## config.mk

```make
export PLATFORM = sky130hd
export DESIGN_NAME = ofmap_postproc
export DESIGN_NICKNAME = d
export VERILOG_FILES = /design/src/rtl/accel_pkg.sv /design/src/rtl/pool_line_buffer.sv /design/src/rtl/ofmap_postproc.sv
export SDC_FILE = /design/constraint.sdc
export NUM_CORES = 1
export LEC_CHECK = 0
export CAP_MARGIN = 15
export CORE_ASPECT_RATIO = 0.75
export CORE_MARGIN = 2
export CORE_UTILIZATION = 36
export CTS_BUF_LIST = sky130_fd_sc_hd__clkbuf_16
export CTS_CLUSTER_DIAMETER = 40
export DETAILED_ROUTE_END_ITERATION = 10
export GPL_TIMING_DRIVEN = 0
export PLACE_DENSITY_LB_ADDON = 0.08
export SYNTH_ARGS = -nofsm -noshare
export SYNTH_HDL_FRONTEND = slang
export SYNTH_SLANG_ARGS = --single-unit
```

## constraint.sdc

```tcl
create_clock -name clk -period 6.27 [get_ports clk]
set_input_delay 1.881 -clock clk [delete_from_list [all_inputs] [get_ports clk]]
set_output_delay 1.881 -clock clk [all_outputs]
set_load 0.005 [all_outputs]
```

## src/rtl/accel_pkg.sv

```systemverilog
// Shared definitions for the accelerator datapath: default widths, psum/pixel
// types, the post-processing state encoding and the default saturation bounds.
package accel_pkg;

  localparam int WD    = 8;
  localparam int FI    = 3;
  localparam int LANES = 8;

  typedef logic signed [2*WD-1:0] psum_t;
  typedef logic signed [WD-1:0]   pixel_t;

  typedef enum logic [1:0] {
    IDLE  = 2'd0,
    RUN   = 2'd1,
    DRAIN = 2'd2
  } state_t;

  localparam pixel_t PIX_MAX = {1'b0, {(WD-1){1'b1}}};
  localparam pixel_t PIX_MIN = {1'b1, {(WD-1){1'b0}}};

endpackage

```

## src/rtl/pool_line_buffer.sv

```systemverilog
// Row buffer for 2x2 pooling: one write port and one registered read port.
// Contents are not reset; every entry is written on an even row before it is read.
module pool_line_buffer #(
  parameter int DEPTH = 32,
  parameter int W     = 64,
  parameter int AW    = $clog2(DEPTH)
) (
  input  logic          clk,
  input  logic          wr_en,
  input  logic [AW-1:0] wr_addr,
  input  logic [W-1:0]  wr_data,
  input  logic          rd_en,
  input  logic [AW-1:0] rd_addr,
  output logic [W-1:0]  rd_data
);

  logic [W-1:0] mem [DEPTH];

  always_ff @(posedge clk) begin
    if (wr_en) mem[wr_addr] <= wr_data;
    if (rd_en) rd_data <= mem[rd_addr];
  end

endmodule

```

## src/rtl/ofmap_postproc.sv

```systemverilog
// Psum post-processing: shift/saturate, optional ReLU, optional 2x2 max-pool.
// Pooling path is compiled in only when OFMAP_POSTPROC_POOL_EN is defined.
//
// state | meaning
// IDLE  | waiting for cfg_load; config and counters latched on load
// RUN   | accepting psum vectors, row/col counters advance per handshake
// DRAIN | last input taken; wait for the final output, then pulse tile_done
module ofmap_postproc #(
  parameter int WD       = accel_pkg::WD,
  parameter int LANES    = accel_pkg::LANES,
  parameter int FI       = accel_pkg::FI,
  parameter int MAX_COLS = 64
) (
  input  logic                  clk,
  input  logic                  rst,
  input  logic                  cfg_load,
  input  logic                  cfg_relu,
  input  logic                  cfg_pool,
  input  logic [5:0]            cfg_rows,
  input  logic [5:0]            cfg_cols,
  input  logic                  in_valid,
  output logic                  in_ready,
  input  logic [LANES*2*WD-1:0] in_data,
  output logic                  out_valid,
  input  logic                  out_ready,
  output logic [LANES*WD-1:0]   out_data,
  output logic                  tile_done,
  output logic                  busy
);

  localparam int PW       = 2*WD;
  localparam int LB_DEPTH = MAX_COLS/2;
  localparam int LB_AW    = $clog2(LB_DEPTH);
  localparam logic signed [PW-1:0] SAT_HI = {{(WD+1){1'b0}}, {(WD-1){1'b1}}};
  localparam logic signed [PW-1:0] SAT_LO = {{(WD+1){1'b1}}, {(WD-1){1'b0}}};

  accel_pkg::state_t state, state_nxt;

  logic                relu_q;
  logic [5:0]          rows_q, cols_q, row, col;
  logic [LANES*WD-1:0] act_vec, res_vec;
  logic                in_hs, out_hs, last_col, last_in, produce, load;

  assign in_ready = (state == accel_pkg::RUN) && (!out_valid || out_ready);
  assign in_hs    = in_valid && in_ready;
  assign out_hs   = out_valid && out_ready;
  assign busy     = (state != accel_pkg::IDLE);
  assign load     = (state == accel_pkg::IDLE) && cfg_load;
  assign last_col = (col == cols_q - 6'd1);
  assign last_in  = last_col && (row == rows_q - 6'd1);

  for (genvar l = 0; l < LANES; l++) begin : g_lane
    logic signed [PW-1:0] psum, s;
    logic signed [WD-1:0] sat;

    assign psum = in_data[l*PW +: PW];
    assign s    = psum >>> FI;

    always_comb begin
      if (s > SAT_HI)      sat = SAT_HI[WD-1:0];
      else if (s < SAT_LO) sat = SAT_LO[WD-1:0];
      else                 sat = s[WD-1:0];
      if (relu_q && sat[WD-1]) sat = '0;
    end

    assign act_vec[l*WD +: WD] = sat;
  end

  always_comb begin
    state_nxt = state;
    case (state)
      accel_pkg::IDLE:  if (cfg_load) state_nxt = accel_pkg::RUN;
      accel_pkg::RUN:   if (in_hs && last_in) state_nxt = accel_pkg::DRAIN;
      accel_pkg::DRAIN: if (!out_valid || out_ready) state_nxt = accel_pkg::IDLE;
      default:          state_nxt = accel_pkg::IDLE;
    endcase
  end

  always_ff @(posedge clk) begin
    if (rst) begin
      state     <= accel_pkg::IDLE;
      relu_q    <= 1'b0;
      rows_q    <= '0;
      cols_q    <= '0;
      row       <= '0;
      col       <= '0;
      out_valid <= 1'b0;
      out_data  <= '0;
      tile_done <= 1'b0;
    end else begin
      state     <= state_nxt;
      tile_done <= (state == accel_pkg::DRAIN) && (state_nxt == accel_pkg::IDLE);
      if (load) begin
        relu_q <= cfg_relu;
        rows_q <= cfg_rows;
        cols_q <= cfg_cols;
        row    <= '0;
        col    <= '0;
      end else if (in_hs) begin
        if (last_col) begin
          col <= '0;
          row <= row + 6'd1;
        end else begin
          col <= col + 6'd1;
        end
      end
      if (produce) begin
        out_valid <= 1'b1;
        out_data  <= res_vec;
      end else if (out_hs) begin
        out_valid <= 1'b0;
      end
    end
  end

`ifdef OFMAP_POSTPROC_POOL_EN
  logic                pool_q;
  logic [LANES*WD-1:0] hreg, pair_vec, lb_rd, pool_vec;

  always_ff @(posedge clk) begin
    if (rst) begin
      pool_q <= 1'b0;
      hreg   <= '0;
    end else begin
      if (load) pool_q <= cfg_pool;
      if (in_hs && !col[0]) hreg <= act_vec;
    end
  end

  for (genvar l = 0; l < LANES; l++) begin : g_pool
    logic signed [WD-1:0] h, a, p, b;
    assign h = hreg[l*WD +: WD];
    assign a = act_vec[l*WD +: WD];
    assign b = lb_rd[l*WD +: WD];
    assign p = (h > a) ? h : a;
    assign pair_vec[l*WD +: WD] = p;
    assign pool_vec[l*WD +: WD] = (b > p) ? b : p;
  end

  // Read is issued on the even column so the registered data is ready at the odd one.
  pool_line_buffer #(
    .DEPTH (LB_DEPTH),
    .W     (LANES*WD)
  ) u_line_buffer (
    .clk     (clk),
    .wr_en   (in_hs && pool_q && col[0] && !row[0]),
    .wr_addr (col[LB_AW:1]),
    .wr_data (pair_vec),
    .rd_en   (in_hs && pool_q && !col[0] && row[0]),
    .rd_addr (col[LB_AW:1]),
    .rd_data (lb_rd)
  );

  assign produce = pool_q ? (in_hs && col[0] && row[0]) : in_hs;
  assign res_vec = pool_q ? pool_vec : act_vec;
`else
  logic unused_cfg_pool;
  assign unused_cfg_pool = cfg_pool;
  assign produce = in_hs;
  assign res_vec = act_vec;
`endif

endmodule
```

==> summary.txt <==
Avg Cell Area, Syn = 7.94 um2
maximum VDD drop = 0.130 mV
Worst Skew = 4.97 ps
Post-Syn Instances = 505
actual slew at the worst max-slew pin = 771 ps
hold path endpoint = out_data[53]$_SDFFE_PP0P_
DR vias/cell = 5.13
Post-Synth XOR/XNOR Area = 3.71%
Pleak = 2.20 nW
Worst setup EP type = primary output
FF-to-FF setup slack = 3820 ps
most frequent cell after synthesis = a21oi_1
Post-synth EDFFs = 0
row cnt = 33
Crit Path Max Fanout = 3
RSZ-0062 raised after global routing = no
multi-input logic area = 2030 um2
dpl hpwl = 10200 um
IO Count = 215
relative slew slack = 48.6%
hold buffer count at cts = 0
port bufs = 188
Synth Register Bits = 93
Most used DFF post-synth = dfxtp_1
WL per Instance = 15.8 um
Reg-to-Reg Start = cols_q[0]$_SDFFE_PP0P_
data arrival time of the worst path = 3120 ps
MaxCap Viol Count = 0
DR vias = 4358
Hold Path Depth = 2
Worst Setup Path Type = primary input to primary output
Layout Nets = 855
chip width = 126 um
Post-synth top cells = a21oi_1 (104), dfxtp_1 (93), nand2_1 (87), o21ai_0 (60)
Post-Syn Nets = 656
pin count of the biggest net entering global routing = 16
first-pass GRT wire length = 20700 um
Critical Path RT = 4390 ps
grt total ovfl = 0
placed cells = 833
reg-to-reg endpoint = col[3]$_SDFFE_PP0P_
CTS Sinks = 93
Synth cell types = 36
total negative slack = 0 ps
drt total wl = 13400 um
CTS tree = done
Die ar. = 12000 um2
hold_sp = out_data[53]$_SDFFE_PP0P_
initial antenna violation count = 0
final setup violating endpoints = 0
vias in the first global route = 4250
postcts setup bufs = 0
Area growth syn-to-layout = 58.6%
chip height = 95.4 um
largest family of logic cells by synthesized area = compound AO/OA/AOI/OAI gates
YS warnings = 0
Area contributors post-synth = dfxtp_1 (46%), a21oi_1 (13%), nand2_1 (8.1%)
Seq. cell area = 1860 um2
Synth top area share = 46.4%
Finished Layout Cells = 849
share of layout cells above drive strength 1 = 2.12%
clk root buf = clkbuf_16
synthesized cell area = 4010 um2
Final Max Slew Viols = 0
simple-gate portion of the synthesized area = 21.8%
CORE AREA = 10900 um2
final hold violations = 0
post-synthesis mux area share = 0.250%
Antenna Violating Nets Remaining = 0
first-iteration detailed-routing DRC count = 182
post-cts sizing count = 0
post-synthesis sequential area ratio = 46.4%
number of diodes = 0
status = complete, no violations
Synth area leader = dfxtp_1
CTS H-tree lvls = 3
min-delay worst type = register to register
hold slack = 450 ps
gr usage total = 21.9%
Clock Pin Slew Worst Setup and Hold Paths = 60 ps
fin crit period = 5000 ps
CTS max path bufs = 2
Compound-Gate Fraction of Synth Area = 23.5%
latest clock arrival within the worst-skew pair = 340 ps
DRC viols = 0
first drt pass iteration count = 5
Placer Congestion = 0.819
Fillers = 1027
PD cells = 218 nW/um2
Inserted Clock Buffers = 9
Critical Path Source Type = primary input
Async SR Flop Fraction = 0%
Worst Reg-to-Reg Cells = 8
Initial Utilization = 36.8%
Synth Area in Adders = 1.25%
crit share post-route = 79.8%
fmax = 0.200 GHz
-- final cells by class --
class	count	area share [%]
repair buffers	188	29.6
clock inverters	7	1.06
clock buffers	9	3.54
multi-input cells	380	31.9
well taps	140	2.75
flip-flops and latches	93	29.3
inverters	6	0.354
plain buffers	26	1.55
-- how the worst max path moves through the flow --
stage	from	endpoint	slack (ps)	depth (start not counted)
floorplan	out_ready	in_ready	2250	2
global placement	out_ready	in_ready	1230	4
detailed placement	out_ready	in_ready	1250	4
CTS	out_ready	in_ready	1240	4
global route	out_ready	in_ready	1210	4
finish	out_ready	in_ready	1270	4
-- registers in the layout, summed over array words and instances, names as in the netlist, 2 cells and up --
| register | count |
|---|---|
| state | 2 |
| cols_q | 6 |
| row | 6 |
| col | 6 |
| rows_q | 6 |
| out_data | 64 |
-- cell usage in the layout, fill, tap and decap left out, types with 3 or more instances in the layout --
cell type          n
inv_1              7
nor3_1            17
nor2_1            23
or3_1              3
o21ai_0           60
and2_1             3
nor3b_1            9
o31ai_1            5
clkbuf_16          9
nand2b_1           4
xnor2_1           11
nand4_1            4
a21oi_1          104
nand3_1           11
ha_1               4
clkdlybuf4s50_1  188
xor2_1             6
and4b_1            9
nand2_1           87
clkbuf_1          23
or4_1              5
dfxtp_1           93
-- layer usage --
metal	part of all wire [%]	global-route usage (%)	vias to the layer above
li1	-	-	2188
met5	0	0	-
met3	8.0	8.92	13
met2	48	37.7	142
met4	0.93	5.31	0
met1	43	26.0	2015
-- worst max-delay path: stages --
cell and delay, ps:
clkdlybuf4s50_1 470, nor2b_1 60, nor3b_1 180, clkdlybuf4s50_1 530
-- stage by stage --
stage | utilization (%) | cell area (um2) | power, mW | setup slack [ps]
after floorplan | - | 4010 | 0.717 | 2250
after global placement | 55.6 | 6070 | 0.854 | 1230
after detailed placement | 55.6 | 6070 | 0.858 | 1250
after CTS | 58.3 | 6360 | 1.39 | 1240
after global routing | 58.3 | 6360 | 1.44 | 1210
final | 58.3 | 6360 | 1.38 | 1270
-- power breakdown --
part           total, mW  switching [mW]  internal (mW)
combinational      0.219          0.0922          0.127
sequential         0.628          0.0159          0.612
clock              0.537           0.230          0.307
total               1.38           0.338           1.05
-- cell families after synthesis --
kind of cell | after synthesis
muxes | 1
xor gates and xnor gates | 17
adders and majority gates | 4
and+or+nand+nor | 180
AOI/OAI and AO/OA | 178
DFF | 93
buffers and inverters | 32
(Power assumes the default switching activity.)
